===== config.mk =====
export PLATFORM = sky130hd
export DESIGN_NAME = wb_arbiter_rr
export DESIGN_NICKNAME = d
export VERILOG_FILES = /design/src/rtl/wb_arbiter_rr.sv
export SDC_FILE = /design/constraint.sdc
export NUM_CORES = 1
export LEC_CHECK = 0
export BUFFER_PORTS_ARGS = -buffer_cell sky130_fd_sc_hd__buf_2
export CORE_AREA = 5 5 42 44
export CTS_CLUSTER_SIZE = 24
export DETAILED_ROUTE_END_ITERATION = 8
export DIE_AREA = 0 0 47 49
export GPL_ROUTABILITY_DRIVEN = 0
export HOLD_SLACK_MARGIN = 0.03
export RECOVER_POWER = 50
export SETUP_SLACK_MARGIN = 0.1
export SKIP_LAST_GASP = 1
export SLEW_MARGIN = 10
export SYNTH_ARGS = -nofsm -noshare
export SYNTH_HDL_FRONTEND = slang
export SYNTH_SLANG_ARGS = --single-unit

===== constraint.sdc =====
create_clock -name clk -period 1.3 [get_ports clk]
set_input_delay 0.26 -clock clk [delete_from_list [all_inputs] [get_ports clk]]
set_output_delay 0.26 -clock clk [all_outputs]
set_load 0.005 [all_outputs]

===== src/rtl/wb_arbiter_rr.sv =====
// Round-robin Wishbone slave-port arbiter: grant held for a whole CYC, one idle turnaround cycle between tenures.
// Optional stall watchdog enabled by defining WB_ARB_TIMEOUT_EN.
module wb_arbiter_rr #(
    parameter int N_MASTERS       = 2,
    parameter int N_MASTERID_BITS = (N_MASTERS > 1) ? $clog2(N_MASTERS) : 1,
    parameter int TIMEOUT_CYCLES  = 255
) (
    input  logic                       clk,
    input  logic                       rst,
    input  logic [N_MASTERS-1:0]       m_cyc,
    input  logic [N_MASTERS-1:0]       m_stb,
    input  logic                       s_ack,
    input  logic                       s_err,
    output logic [N_MASTERS-1:0]       gnt,
    output logic [N_MASTERID_BITS-1:0] gnt_id,
    output logic                       gnt_valid,
    output logic                       to_err
);

    typedef enum logic {
        IDLE  = 1'b0,
        GRANT = 1'b1
    } state_t;

    localparam logic [N_MASTERS-1:0]       ONE_HOT0 = {{(N_MASTERS-1){1'b0}}, 1'b1};
    localparam logic [N_MASTERID_BITS-1:0] LAST_ID  = N_MASTERID_BITS'(N_MASTERS - 1);

    state_t                     state_q, state_d;
    logic [N_MASTERS-1:0]       gnt_q, gnt_d;
    logic [N_MASTERID_BITS-1:0] gntId_q, gntId_d;
    logic                       gntValid_q, gntValid_d;
    logic [N_MASTERID_BITS-1:0] ptr_q, ptr_d;

    logic [N_MASTERID_BITS-1:0] winner;
    logic                       winnerFound;
    logic                       grantedCyc;

    assign grantedCyc = |(m_cyc & gnt_q);

    // Two descending scans: the last hit is the lowest index, so the first scan
    // finds the lowest requester at or above ptr, the second wraps below ptr.
    always_comb begin
        winner      = '0;
        winnerFound = 1'b0;
        for (int i = N_MASTERS - 1; i >= 0; i--) begin
            if (m_cyc[i] && (i >= int'(ptr_q))) begin
                winner      = N_MASTERID_BITS'(i);
                winnerFound = 1'b1;
            end
        end
        if (!winnerFound) begin
            for (int i = N_MASTERS - 1; i >= 0; i--) begin
                if (m_cyc[i] && (i < int'(ptr_q))) begin
                    winner      = N_MASTERID_BITS'(i);
                    winnerFound = 1'b1;
                end
            end
        end
    end

    always_comb begin
        state_d    = state_q;
        gnt_d      = gnt_q;
        gntId_d    = gntId_q;
        gntValid_d = gntValid_q;
        ptr_d      = ptr_q;
        case (state_q)
            IDLE: begin
                if (winnerFound) begin
                    state_d    = GRANT;
                    gnt_d      = ONE_HOT0 << winner;
                    gntId_d    = winner;
                    gntValid_d = 1'b1;
                    ptr_d      = (winner == LAST_ID) ? '0 : winner + N_MASTERID_BITS'(1);
                end
            end
            GRANT: begin
                if (!grantedCyc) begin
                    state_d    = IDLE;
                    gnt_d      = '0;
                    gntValid_d = 1'b0;
                end
            end
            default: begin
                state_d    = IDLE;
                gnt_d      = '0;
                gntValid_d = 1'b0;
            end
        endcase
    end

    always_ff @(posedge clk) begin
        if (rst) begin
            state_q    <= IDLE;
            gnt_q      <= '0;
            gntId_q    <= '0;
            gntValid_q <= 1'b0;
            ptr_q      <= '0;
        end else begin
            state_q    <= state_d;
            gnt_q      <= gnt_d;
            gntId_q    <= gntId_d;
            gntValid_q <= gntValid_d;
            ptr_q      <= ptr_d;
        end
    end

    assign gnt       = gnt_q;
    assign gnt_id    = gntId_q;
    assign gnt_valid = gntValid_q;

`ifdef WB_ARB_TIMEOUT_EN
    logic [15:0] wdCount_q, wdCount_d;
    logic        toErr_q, toErr_d;
    logic        grantedStb;
    logic        stall;

    // Counting only while the owner still holds CYC keeps to_err out of IDLE.
    assign grantedStb = |(m_stb & gnt_q);
    assign stall      = (state_q == GRANT) && grantedCyc && grantedStb && !s_ack && !s_err;

    always_comb begin
        wdCount_d = '0;
        toErr_d   = 1'b0;
        if (stall) begin
            if (wdCount_q == 16'(TIMEOUT_CYCLES - 1)) begin
                toErr_d = 1'b1;
            end else begin
                wdCount_d = wdCount_q + 16'd1;
            end
        end
    end

    always_ff @(posedge clk) begin
        if (rst) begin
            wdCount_q <= '0;
            toErr_q   <= 1'b0;
        end else begin
            wdCount_q <= wdCount_d;
            toErr_q   <= toErr_d;
        end
    end

    assign to_err = toErr_q;
`else
    logic unusedWatchdogInputs;
    assign unusedWatchdogInputs = ^{m_stb, s_ack, s_err, 16'(TIMEOUT_CYCLES)};
    assign to_err = 1'b0;
`endif

endmodule


# Word-level counts from Yosys, hierarchy flattened
# Index checks and enable logic that the tools add are counted.
# totals
in_bits	8
elab_cells	35
regBits	6
output_inout_bits	5
# classes
n_shift	1
magnitude_cmp	2
add_sub_neg	1
n_mux	17
reduce_logical	5
eq_ne	2
bitwise	2
# op_table
cell	count
1-bit two-way mux	12
2-bit two-way mux	2
2-bit != test, second input constant	2
1-bit case mux with 2 select lines	2
2-bit case mux with 2 select lines	1
2-bit AND reduction	2
2-bit bitwise AND	1
1-bit logical AND	2
2-bit OR reduction	1
1-bit by 1-bit left shift with 2-bit output, first input constant	1
1-bit adder, second input constant	1
1-bit greater-or-equal comparator, first input constant	1
1-bit less-than comparator, first input constant	1
1-bit inverter	1

# Longest topological paths before layout
# logic_depth
depth_word	8
depth_mapped	3
depth_no_buf	3

# Worst setup path after synthesis
# No wires, ideal clock.
# synth_path
kind	reg-to-reg
from	register state_q
to	register gnt_q[1], in the netlist gnt[1]
stages_incl_launch_ff	4
required_time_ns	1.225
t_arrival_ns	0.912
setup_ns	0.075
period_less_slack_ns	0.987
path_slack_ns	0.313
cell_sequence	dfxtp_1 nor2b_2 or3b_1 o22ai_1
# synth_between
elab_chain_len	3
elab_cells_between_ends	5
classes_between	eq/ne (2); mux (1); bitwise (1); reduce/logical (1)
# synth_lines
item	line	text
from (decl)	28	state_t state_q, state_d;
from (signal assigned)	100	state_q <= state_d;
1-bit inverter (no source line)	--	
2-bit != test (no source line)	--	
2-bit AND reduction (no source line)	--	
to (signal assigned)	101	gnt_q <= gnt_d;
to (decl)	29	logic [N_MASTERS-1:0] gnt_q, gnt_d;
# Parallel ways exist; a longest one is shown, timed or not.
# A chain may end at the register's enable or synchronous reset.

# Worst setup path after layout
# Ends and elaborated chain as after synthesis.

==> flow_metrics.tcl <==
set metrics [dict create \
    p_int_mw 0.338 \
    outcome "completed" \
    area_growth_pct 24.2 \
    wirelength_um 588 \
    ant_nets 0 \
    dp.cells 53 \
    yosysSeqAreaShare_pct 44.7 \
    insertedDiodeCount 0 \
    nets 50 \
    power.total_mw 0.456 \
    grt_pass1_vias 222 \
    crit_arrival_ns 1.19 \
    cts_made_buffers 3 \
    synth_warnings 0 \
    final_common_cell "buf_2" \
    fin_cells 56 \
    numClockSinks 6 \
    synthCells 31 \
    viasPerCell 4.32 \
    cts_buffer_depth 2 \
    maxSlewViolCount 0 \
    critPathLaunchType "flop" \
    clk_latency_ns 0.25 \
    vias 242 \
    coreArea_um2 1400 \
    timing.final.crit_period_ns 1.02 \
    setup_viol 0 \
    fin_crit_sh_pct 78.1 \
    leakage_nw 0.141 \
    end_kind "flop" \
    finClkSkew_ns 0.00483 \
    initial_core_util_pct 19.2 \
    track_usage_pct 6.56 \
    synth_cell_types 17 \
    power.density_nw_per_um2 1370 \
    ios 13 \
    routedWlPerCell_um 10.5 \
    clock.fmax_mhz 985 \
    p_sw_mw 0.118 \
    vdd_drop_max_mv 0.563 \
    timing.final.ws_setup_ns 0.284 \
    required_ns 1.47 \
    synth_area_um2 269 \
    ys_ff_latch 6 \
    detailed_place_hpwl_um 440 \
    antenna_found_initial 0 \
    grt_max_degree 9 \
    layout_common_cells "buf_2 (6), dfxtp_1 (5), nand2_1 (4), nor2_1 (3), clkbuf_4 (3)" \
    grt_pass1_wl_mm 1.00 \
    fp-row-count 14 \
    path_max_fanout 8 \
    placed_area_um2 317 \
    drt-initial-drc-count 1 \
    multi_input_area_um2 129 \
    portBuffers 7 \
    cts_tree "yes" \
    fin_area_um2 334 \
    final_layout_size_suffix_gt1_share_pct 30.0 \
    drc 0 \
    die_w_um 47 \
    maxCapViolCount 0 \
    switching_share_pct 26.0 \
    utilization_pct 23.8 \
    die_y_um 49 \
    post-place-ws_ns 0.181 \
    path_class "flop to flop" \
    pwr-share-comb_pct 13.4 \
    cts_setup_buffers 0 \
    hold_violations 0 \
    firstDrtPassIters 2 \
    clkTransAtPathRegs_ns 0.05 \
    cts-root-buf "clkbuf_4" \
    sequentialPowerShare_pct 47.8 \
    seq_area_um2 121 \
    die_area_um2 2300 \
    hold_ws_ns 0.247 \
    avgSynthCellArea_um2 8.68 \
    min_path_type "input pin to flop" \
    p_clk_share_pct 38.8 \
    rsz0062_at_grt "no" \
    htreeDepth 1 \
    setup_tns_ns 0 \
    syn_nets 39 \
    fill_cells 169 \
    overflow 0 \
]
[repair_timing]
item	CTS	global route
endpoints found under the hold margin	0	0
resized for setup	0	1
hold buffers	0	0
setup endpoints to repair	0	1
[synthesized netlist by cell type]
| master | instances | area, um^2 |
|---|---|---|
| a311o_1 | 1 | 10.0 |
| o22ai_1 | 1 | 6.26 |
| o21ai_0 | 2 | 10.0 |
| buf_4 | 1 | 7.51 |
| inv_1 | 2 | 7.51 |
| and3b_2 | 1 | 10.0 |
| o21a_1 | 1 | 7.51 |
| a211oi_1 | 1 | 7.51 |
| dfxtp_1 | 6 | 120 |
| nor2b_2 | 2 | 17.5 |
| a21oi_1 | 2 | 10.0 |
| o31a_2 | 1 | 10.0 |
| conb_1 | 1 | 3.75 |
| or3b_1 | 1 | 8.76 |
| nor2_1 | 3 | 11.3 |
| nand2_1 | 4 | 15.0 |
| a31oi_1 | 1 | 6.26 |
[cell families (layout without fill, tap and decap cells)]
group,after synthesis,in the layout,synth area share (%)
AOI/OAI and AO/OA,10,10,25.1
buffers and inverters,3,12,5.58
DFF,6,6,44.7
other,1,1,1.39
and+or+nand+nor,11,11,23.3
[critical path, stage by stage, from the launching register on]
cell     delay, ns
dfxtp_2       0.39
nor2b_1       0.09
or3b_1        0.34
o22ai_1       0.12
[layout make-up]
class,count,area share (%)
multi-input combinational,22,38.6
sequential,6,36.3
timing repair buffer,7,10.1
clock buffer,3,6.74
tap,16,5.99
inverter,2,2.25
[final timing paths]
check	depth (start not counted)	end	slack, ns	startpoint
worst max-delay path	3	gnt[1]	0.28	state_q
worst min-delay path	2	gnt_id	0.25	rst
worst max register to register	3	gnt[1]	0.28	state_q
worst min register to register	1	gnt_valid	0.46	gnt_valid
[layer usage]
layer  global-route usage, %  part of all wire (%)  up-vias
met5                       0                     0        -
met4                    6.91                   5.1        0
met3                    3.69                   6.8        4
met2                    7.47                    36        8
met1                    7.73                    52      106
li1                        -                     -      124
[state kept, by name, indices dropped and copies added, names as in the netlist]
register and flops:
gnt_valid 1, state_q 1, ptr_q 1, gnt 2
gnt_id 1
[power by group through the flow]
stage | Sequential [mW] | Clock, mW | Combinational [mW]
after floorplan | 0.220 | 0 | 0.0386
after global placement | 0.221 | 0 | 0.0631
after detailed placement | 0.222 | 0 | 0.0642
after CTS | 0.218 | 0.185 | 0.0643
after global routing | 0.221 | 0.199 | 0.0708
final | 0.218 | 0.177 | 0.0612
No activity file was read; power rests on OpenSTA's default activity.
